==> src/rtl/rr_arbiter_8.sv <==
// Eight-way round-robin arbiter with hold-until-release grants.
// A winner is picked only from IDLE, starting the search at the rotating
// pointer. The grant is held until the holder signals done, drops its
// request, or exhausts the optional hold budget. Every grant is followed by
// at least one all-zero cycle so the one-hot selects downstream never overlap.
module rr_arbiter_8 #(
  parameter int HOLD_MAX = 16
) (
  input  logic       clk,
  input  logic       rst_n,
  input  logic [7:0] req,
  input  logic       done,
  output logic [7:0] gnt,
  output logic [2:0] gnt_idx,
  output logic       gnt_valid,
  output logic       timeout
);

  localparam int CW = (HOLD_MAX < 1) ? 1 : $clog2(HOLD_MAX + 1);
  localparam logic [CW-1:0] CNT_MAX = CW'(HOLD_MAX);
  localparam bit LIMIT_ON = (HOLD_MAX != 0);

  typedef enum logic {
    S_IDLE  = 1'b0,
    S_GRANT = 1'b1
  } state_e;

  state_e        state_q, state_d;
  logic [7:0]    gnt_q, gnt_d;
  logic [2:0]    idx_q, idx_d;
  logic          vld_q, vld_d;
  logic          to_q, to_d;
  logic [2:0]    ptr_q, ptr_d;
  logic [CW-1:0] cnt_q, cnt_d;

  logic [2:0]    win;
  logic          rel_user;
  logic          rel_lim;

  // First requester found scanning ptr, ptr+1, ... with 3-bit wrap.
  function automatic logic [2:0] rr_pick(input logic [2:0] ptr, input logic [7:0] r);
    logic [2:0] pick;
    logic [2:0] cand;
    logic       hit;
    pick = ptr;
    hit  = 1'b0;
    for (int k = 0; k < 8; k++) begin
      cand = ptr + 3'(k);
      if (!hit && r[cand]) begin
        pick = cand;
        hit  = 1'b1;
      end
    end
    return pick;
  endfunction

  // Next-state logic: arbitration in IDLE, release decision in GRANT.
  always_comb begin
    state_d  = state_q;
    gnt_d    = gnt_q;
    idx_d    = idx_q;
    vld_d    = vld_q;
    ptr_d    = ptr_q;
    cnt_d    = cnt_q;
    to_d     = 1'b0;
    win      = rr_pick(ptr_q, req);
    rel_user = done | ~req[idx_q];
    rel_lim  = LIMIT_ON && (cnt_q == CNT_MAX);
    case (state_q)
      S_IDLE: begin
        if (|req) begin
          idx_d   = win;
          gnt_d   = 8'h01 << win;
          vld_d   = 1'b1;
          cnt_d   = CW'(1);
          state_d = S_GRANT;
        end
      end
      S_GRANT: begin
        if (rel_user || rel_lim) begin
          // A voluntary release outranks the limit, so the flag only marks
          // releases forced purely by the hold budget.
          gnt_d   = 8'h00;
          vld_d   = 1'b0;
          ptr_d   = idx_q + 3'd1;
          to_d    = ~rel_user;
          state_d = S_IDLE;
        end else if (LIMIT_ON && (cnt_q != CNT_MAX)) begin
          cnt_d = cnt_q + CW'(1);
        end
      end
      default: state_d = S_IDLE;
    endcase
  end

  // State and registered outputs; reset clears everything asynchronously.
  always_ff @(posedge clk or negedge rst_n) begin
    if (!rst_n) begin
      state_q <= S_IDLE;
      gnt_q   <= 8'h00;
      idx_q   <= 3'd0;
      vld_q   <= 1'b0;
      to_q    <= 1'b0;
      ptr_q   <= 3'd0;
      cnt_q   <= '0;
    end else begin
      state_q <= state_d;
      gnt_q   <= gnt_d;
      idx_q   <= idx_d;
      vld_q   <= vld_d;
      to_q    <= to_d;
      ptr_q   <= ptr_d;
      cnt_q   <= cnt_d;
    end
  end

  assign gnt       = gnt_q;
  assign gnt_idx   = idx_q;
  assign gnt_valid = vld_q;
  assign timeout   = to_q;

endmodule

==> config.mk <==
export PLATFORM = sky130hd
export DESIGN_NAME = rr_arbiter_8
export DESIGN_NICKNAME = d
export VERILOG_FILES = /design/src/rtl/rr_arbiter_8.sv
export SDC_FILE = /design/constraint.sdc
export NUM_CORES = 1
export LEC_CHECK = 0
export CAP_MARGIN = 10
export CORE_UTILIZATION = 55
export CTS_CLUSTER_SIZE = 16
export DETAILED_ROUTE_END_ITERATION = 10
export PLACE_DENSITY = 0.79
export SYNTH_ARGS = -nofsm -noshare
export SYNTH_HDL_FRONTEND = slang
export SYNTH_SLANG_ARGS = --single-unit
==> constraint.sdc <==
create_clock -name clk -period 4.7 [get_ports clk]
set_clock_uncertainty 0.15 [all_clocks]
set_input_delay 0.94 -clock clk [delete_from_list [all_inputs] [get_ports clk]]
set_output_delay 0.94 -clock clk [all_outputs]
set_load 0.02 [all_outputs]
### After elaboration in Yosys (flattened, before gate mapping)

Index checks and enable logic that the tools add are counted.

| cells by class | value |
|---|---|
| $add $sub $neg | 9 |
| reductions and logical operators | 20 |
| shift operators | 1 |
| equality and inequality tests | 6 |
| $lt $le $gt $ge | 9 |
| bitwise operators | 4 |
| mux-type cells | 47 |

Operators with widths:

| cell | number |
|---|---|
| $lt 3x4->1 const B | 9 |
| $bmux 1 s3 | 9 |
| $mux 1 | 22 |
| $mux 3 | 7 |
| $mux 8 | 2 |
| $pmux 8 s2 | 1 |
| $mux 5 | 3 |
| $add 3x3->3 const B | 4 |
| $pmux 5 s2 | 1 |
| $reduce_or 8->1 | 1 |
| $shl 1x3->8 const A | 1 |
| $logic_and 1x1->1 | 7 |
| $logic_not 1->1 | 7 |
| $add 3x1->3 const B | 2 |
| $add 3x2->3 const B | 2 |
| $reduce_and 2->1 | 3 |
| $add 5x1->5 const B | 1 |
| $eq 5x5->1 const B | 1 |
| $ne 5x5->1 const B | 1 |
| $ne 2x1->1 const B | 2 |
| $ne 2x2->1 const B | 2 |
| $pmux 1 s2 | 2 |
| $not 1->1 | 3 |
| $reduce_and 3->1 | 1 |
| other kinds (2) | 2 |

| word-level totals | value |
|---|---|
| input bits | 11 |
| bits in registers | 22 |
| output and inout port bits | 13 |

### Longest topological paths before layout

| depth | value |
|---|---|
| depth after elaboration | 27 |
| mapped depth | 14 |

### Worst setup path after synthesis

OpenSTA, ideal clock, no wires.

| path | value |
|---|---|
| kind | reg-to-reg |
| start point | register ptr_q[1] |
| end point | register gnt_q[2], in the netlist gnt[2] |
| arrival | 3.304 ns |
| slack | 1.124 ns |
| cell stages (with the launch flop) | 15 |
| buffers on the path | 4 |
| clock period less this slack | 3.576 ns |
| cell sequence | dfrtp_1 -> buf_4 -> inv_1 -> ha_1 -> buf_2 -> buf_2 -> mux2i_1 -> mux2i_1 -> o221ai_1 -> nand3_1 -> or2_1 -> buf_6 -> or3_4 -> and3_4 -> a32o_1 |

| on the way | value |
|---|---|
| cells in the longest elaborated chain, start to end | 27 |
| elaborated cells on any way between the ends | 54 |
| classes of those cells | 7 x add/sub; 1 x shift; 32 x mux; 14 x reduce/logical |

Ends and longest elaborated chain:

| item | line | source |
|---|---|---|
| from (decl) | 33 | `logic [2:0] ptr_q, ptr_d;` |
| from (signal assigned) | 112 | `ptr_q <= ptr_d;` |
| parallel branches: the longest is 23 deep, another holds $add 3x1->3 | n/a |  |
| $mux 3 (*) | 49 | `if (!hit && r[cand]) begin` |
| $shl 1x3->8 (*) | 73 | `gnt_d = 8'h01 << win;` |
| $mux 8 (*) | 71 | `if (\|req) begin` |
| $pmux 8 s2 (*) | 69 | `case (state_q)` |
| to (signal assigned) | 108 | `gnt_q <= gnt_d;` |
| to (decl) | 29 | `logic [7:0] gnt_q, gnt_d;` |

Mark *: on every way between the ends. The select of a mux whose other input is x is not followed.
A chain may end at the register's enable or synchronous reset.

### Worst setup path after layout

| path | value |
|---|---|
| start point | input port req[5] |
| end point | register idx_q[0], in the netlist gnt_idx[0] |

| on the way | value |
|---|---|
| cells in the longest elaborated chain, start to end | 24 |
| elaborated cells on any way between the ends | 46 |
| classes of those cells | 30 x mux; 16 x reduce/logical |

Ends and longest elaborated chain:

| item | line | source |
|---|---|---|
| from (decl) | 11 | `input logic [7:0] req,` |
| $bmux 1 s3 | 49 |  |
| $mux 1 (implied by the code) | 49 |  |
| $mux 1 | 49 |  |
| $logic_not 1->1 | 49 |  |
| $logic_and 1x1->1 | 49 |  |
| $mux 1 | 49 |  |
| $logic_not 1->1 | 49 |  |
| $logic_and 1x1->1 | 49 |  |
| (+8 left out) | n/a |  |
| $logic_and 1x1->1 | 49 |  |
| $mux 1 | 49 |  |
| $logic_not 1->1 | 49 |  |
| $logic_and 1x1->1 | 49 |  |
| $mux 1 | 49 |  |
| $logic_not 1->1 | 49 |  |
| $logic_and 1x1->1 | 49 |  |
| $mux 3 | 49 |  |
| to (signal assigned) | 109 | `idx_q <= idx_d;` |
| to (decl) | 30 | `logic [2:0] idx_q, idx_d;` |

Parallel ways exist; a longest one is shown, timed or not. The select of a mux whose other input is x is not followed.

==> run_results.csv <==
group,metric,value,unit
synthesis,synth.distinct_cells,55,
placement,placedCellCount,271,
synthesis,syn_area,0.00204,mm2
synthesis,synthArstFlopShare,1.00,
synthesis,synth_edf_count,0,
clock_tree,numCtsBuffers,3,
critical_path,worstSetupStartpointType,"input pin",
clock_tree,cts_root_buf,"clkbuf_8",
synthesis,avgSynthCellArea,9.61,um2
global_route,grt_pass1_vias,1762,
synthesis,ys.warnings.count,0,
cells_and_area,area_delta_synth_final,14.8,%
placement,hpwl,3510,um
routing,dr.pass1.iters,4,
global_route,grt_pass1_wl,8250,um
sta,relSlewSlack,0.347,
routing,dr_total_vias,1758,
clock_tree,cts_hold_buf,0,
routing,wl,4650,um
critical_path,cp.required,4.71,ns
global_route,antenna_found_initial,0,
global_route,overflow,0,
global_route,grt.total_usage,0.259,
critical_path,crit_path_max_fanout,9,
sta,setup-tns-final,0,ns
routing,drc,0,
sta,post-route-min-period,3.81,ns
critical_path,path_buf_inv,1,
sta,tightest_slew,0.977,ns
worst_hold_path,hold_path_class,"register to register",
critical_path,crit_type,"input pin to register",
die,dieArea,0.00395,mm2
clock_tree,cts_resized,0,
cells_and_area,insertedDiodeCount,0,
synthesis,synthFlopType,"dfrtp_1",
outcome,status,"finished, final reports clean",
die,rows,21,
routing,drtIter0Drc,168,
synthesis,yosysSeqAreaShare,0.270,
clock_tree,cts.sink_count,22,
die,fp.dieW,62.9,um
sta,finalCritPeriodShare,0.810,
clock_tree,cts_max_level,1,
die,coreArea,0.00344,mm2
sta,max_freq,263,MHz
sta,hold_slack,0.336,ns
placement,place_congestion,0.937,
critical_path,critPathSlowestCell,"clkdlybuf4s50_1",
critical_path,crit_path_frequent_cell,"mux2_2",
clock_tree,clockBufferDepth,2,
critical_path,worstPathCellList,"clkdlybuf4s50_1 -> mux2i_1 -> mux2_2 -> a221oi_2 -> or2_2 -> a211oi_1 -> nor3_1 -> xnor2_1 -> mux2_2",
synthesis,ys_ff_latch,22,
clock_tree,postCtsSetupBuffers,0,
cells_and_area,final_cells,275,
die,die_y,62.9,um
cells_and_area,drive_above_1_share,0.144,
clock_tree,clkTransAtPathRegs,0.08,ns
die,ios,24,
critical_path,reg2reg_slack,0.96,ns
clock_tree,cts_tree,"done",
routing,postRouteAntennaNets,0,
flow_run,cap_violations,0,
sta,drv_slew,0,
synthesis,synth_nets,228,
critical_path,cp-end-kind,"register",
synthesis,syn-instance-count,212,
critical_path,arrival,3.82,ns
sta,hold_violations,0,
critical_path,critical_path.max_stage_delay,0.66,ns
routing,routed_via_density,6.39,
global_route,grt_max_degree,29,
placement,io_buffers,23,
routing,wl_per_cell,16.9,um
clock_tree,clk_latency,0.27,ns
die,start_util,0.592,
sta,rsz0062_at_grt,"no",
cells_and_area,final_nets,246,
critical_path,critPathTopFamily,"multiplexers",
sta,setup_viol,0,
[routing by layer]
layer  share of wire  vias to the layer above  global-route usage
li1                -                      833                   -
met1            0.45                      872               0.353
met4          0.0058                        0              0.0465
met5               0                        -                   0
met2            0.50                       49               0.438
met3           0.045                        4              0.0365
[synthesized netlist by cell type, types with 4 or more instances]
master   number  share of area
a21oi_1       7          0.017
a32o_1        4          0.020
buf_2         6          0.015
dfrtp_1      22           0.27
ha_1          5          0.031
inv_1         8          0.015
mux2_2        5          0.028
mux2i_1      15          0.074
mux4_2       11           0.12
nand2_1      20          0.037
nand3_1       7          0.017
nor2_1       18          0.033
o21a_1        4          0.015
o21ai_0       6          0.015
o31ai_1       6          0.022
xor2_1        7          0.030
[area by class of cell]
type,count,area (um2)
repair buffers,25,245
fillers,281,1100
well taps,46,57.6
multi-input cells,170,1390
clock inverters,1,30.0
inverters,8,30.0
flip-flops and latches,22,551
clock buffers,3,41.3
[path summary, 6_finish.rpt]
| path | start | end | depth (start not counted) |
|---|---|---|---|
| min in group asynchronous | rst_n | gnt[0] | 1 |
| max reg2reg | ptr_q[0] | gnt[5] | 10 |
| max in group asynchronous | rst_n | ptr_q[2] | 1 |
| max | req[5] | gnt_idx[0] | 9 |
| min reg2reg | gnt[0] | gnt[0] | 2 |
| min | gnt[0] | gnt[0] | 2 |
[stage by stage]
stage	worst slack [ns]	utilization	instance area (um2)
finish	0.893	0.680	2340
global route	0.668	0.680	2340
CTS	0.932	0.680	2340
detailed placement	0.651	0.659	2270
global placement	0.719	0.659	2270
floorplan	1.12	-	2040
[cells in the final DEF, fill, tap and decap left out, drive strengths merged, types with 4 or more instances in the layout]
master / instances
clkdlybuf4s50: 23
dfrtp: 22
nand2: 20
nor2: 18
mux2i: 15
mux4: 11
inv: 8
a21oi: 7
nand3: 7
xor2: 7
o21ai: 7
o31ai: 6
mux2: 5
ha: 5
o21a: 4
a32o: 4
o22ai: 4
[cells by family after synthesis]
| family | Yosys count | synth area share |
|---|---|---|
| simple gates | 73 | 0.185 |
| compound gates | 51 | 0.198 |
| mux | 31 | 0.223 |
| flops | 22 | 0.270 |
| buf+inv | 20 | 0.0503 |
| xor+xnor | 10 | 0.0430 |
| fa+ha+maj | 5 | 0.0307 |
[sequential cells by signal (all words and copies together) (netlist names)]
register	count
gnt_valid	1
timeout	1
cnt_q	5
state_q	1
ptr_q	3
gnt_idx	3
gnt	8
[worst register-to-register path, cell delays in order (launching register included)]
cell	delay (ns)
dfrtp_1	0.35
inv_1	0.10
ha_1	0.72
mux2i_1	0.30
mux2i_1	0.12
o221ai_1	0.58
nand3_1	0.19
or2_1	0.31
nor4b_1	0.41
o21ai_0	0.18
o31ai_1	0.25
Power is left out: the tool's default activity adds up to more than one toggle a clock period on the data nets, which glitch-free logic cannot reach.
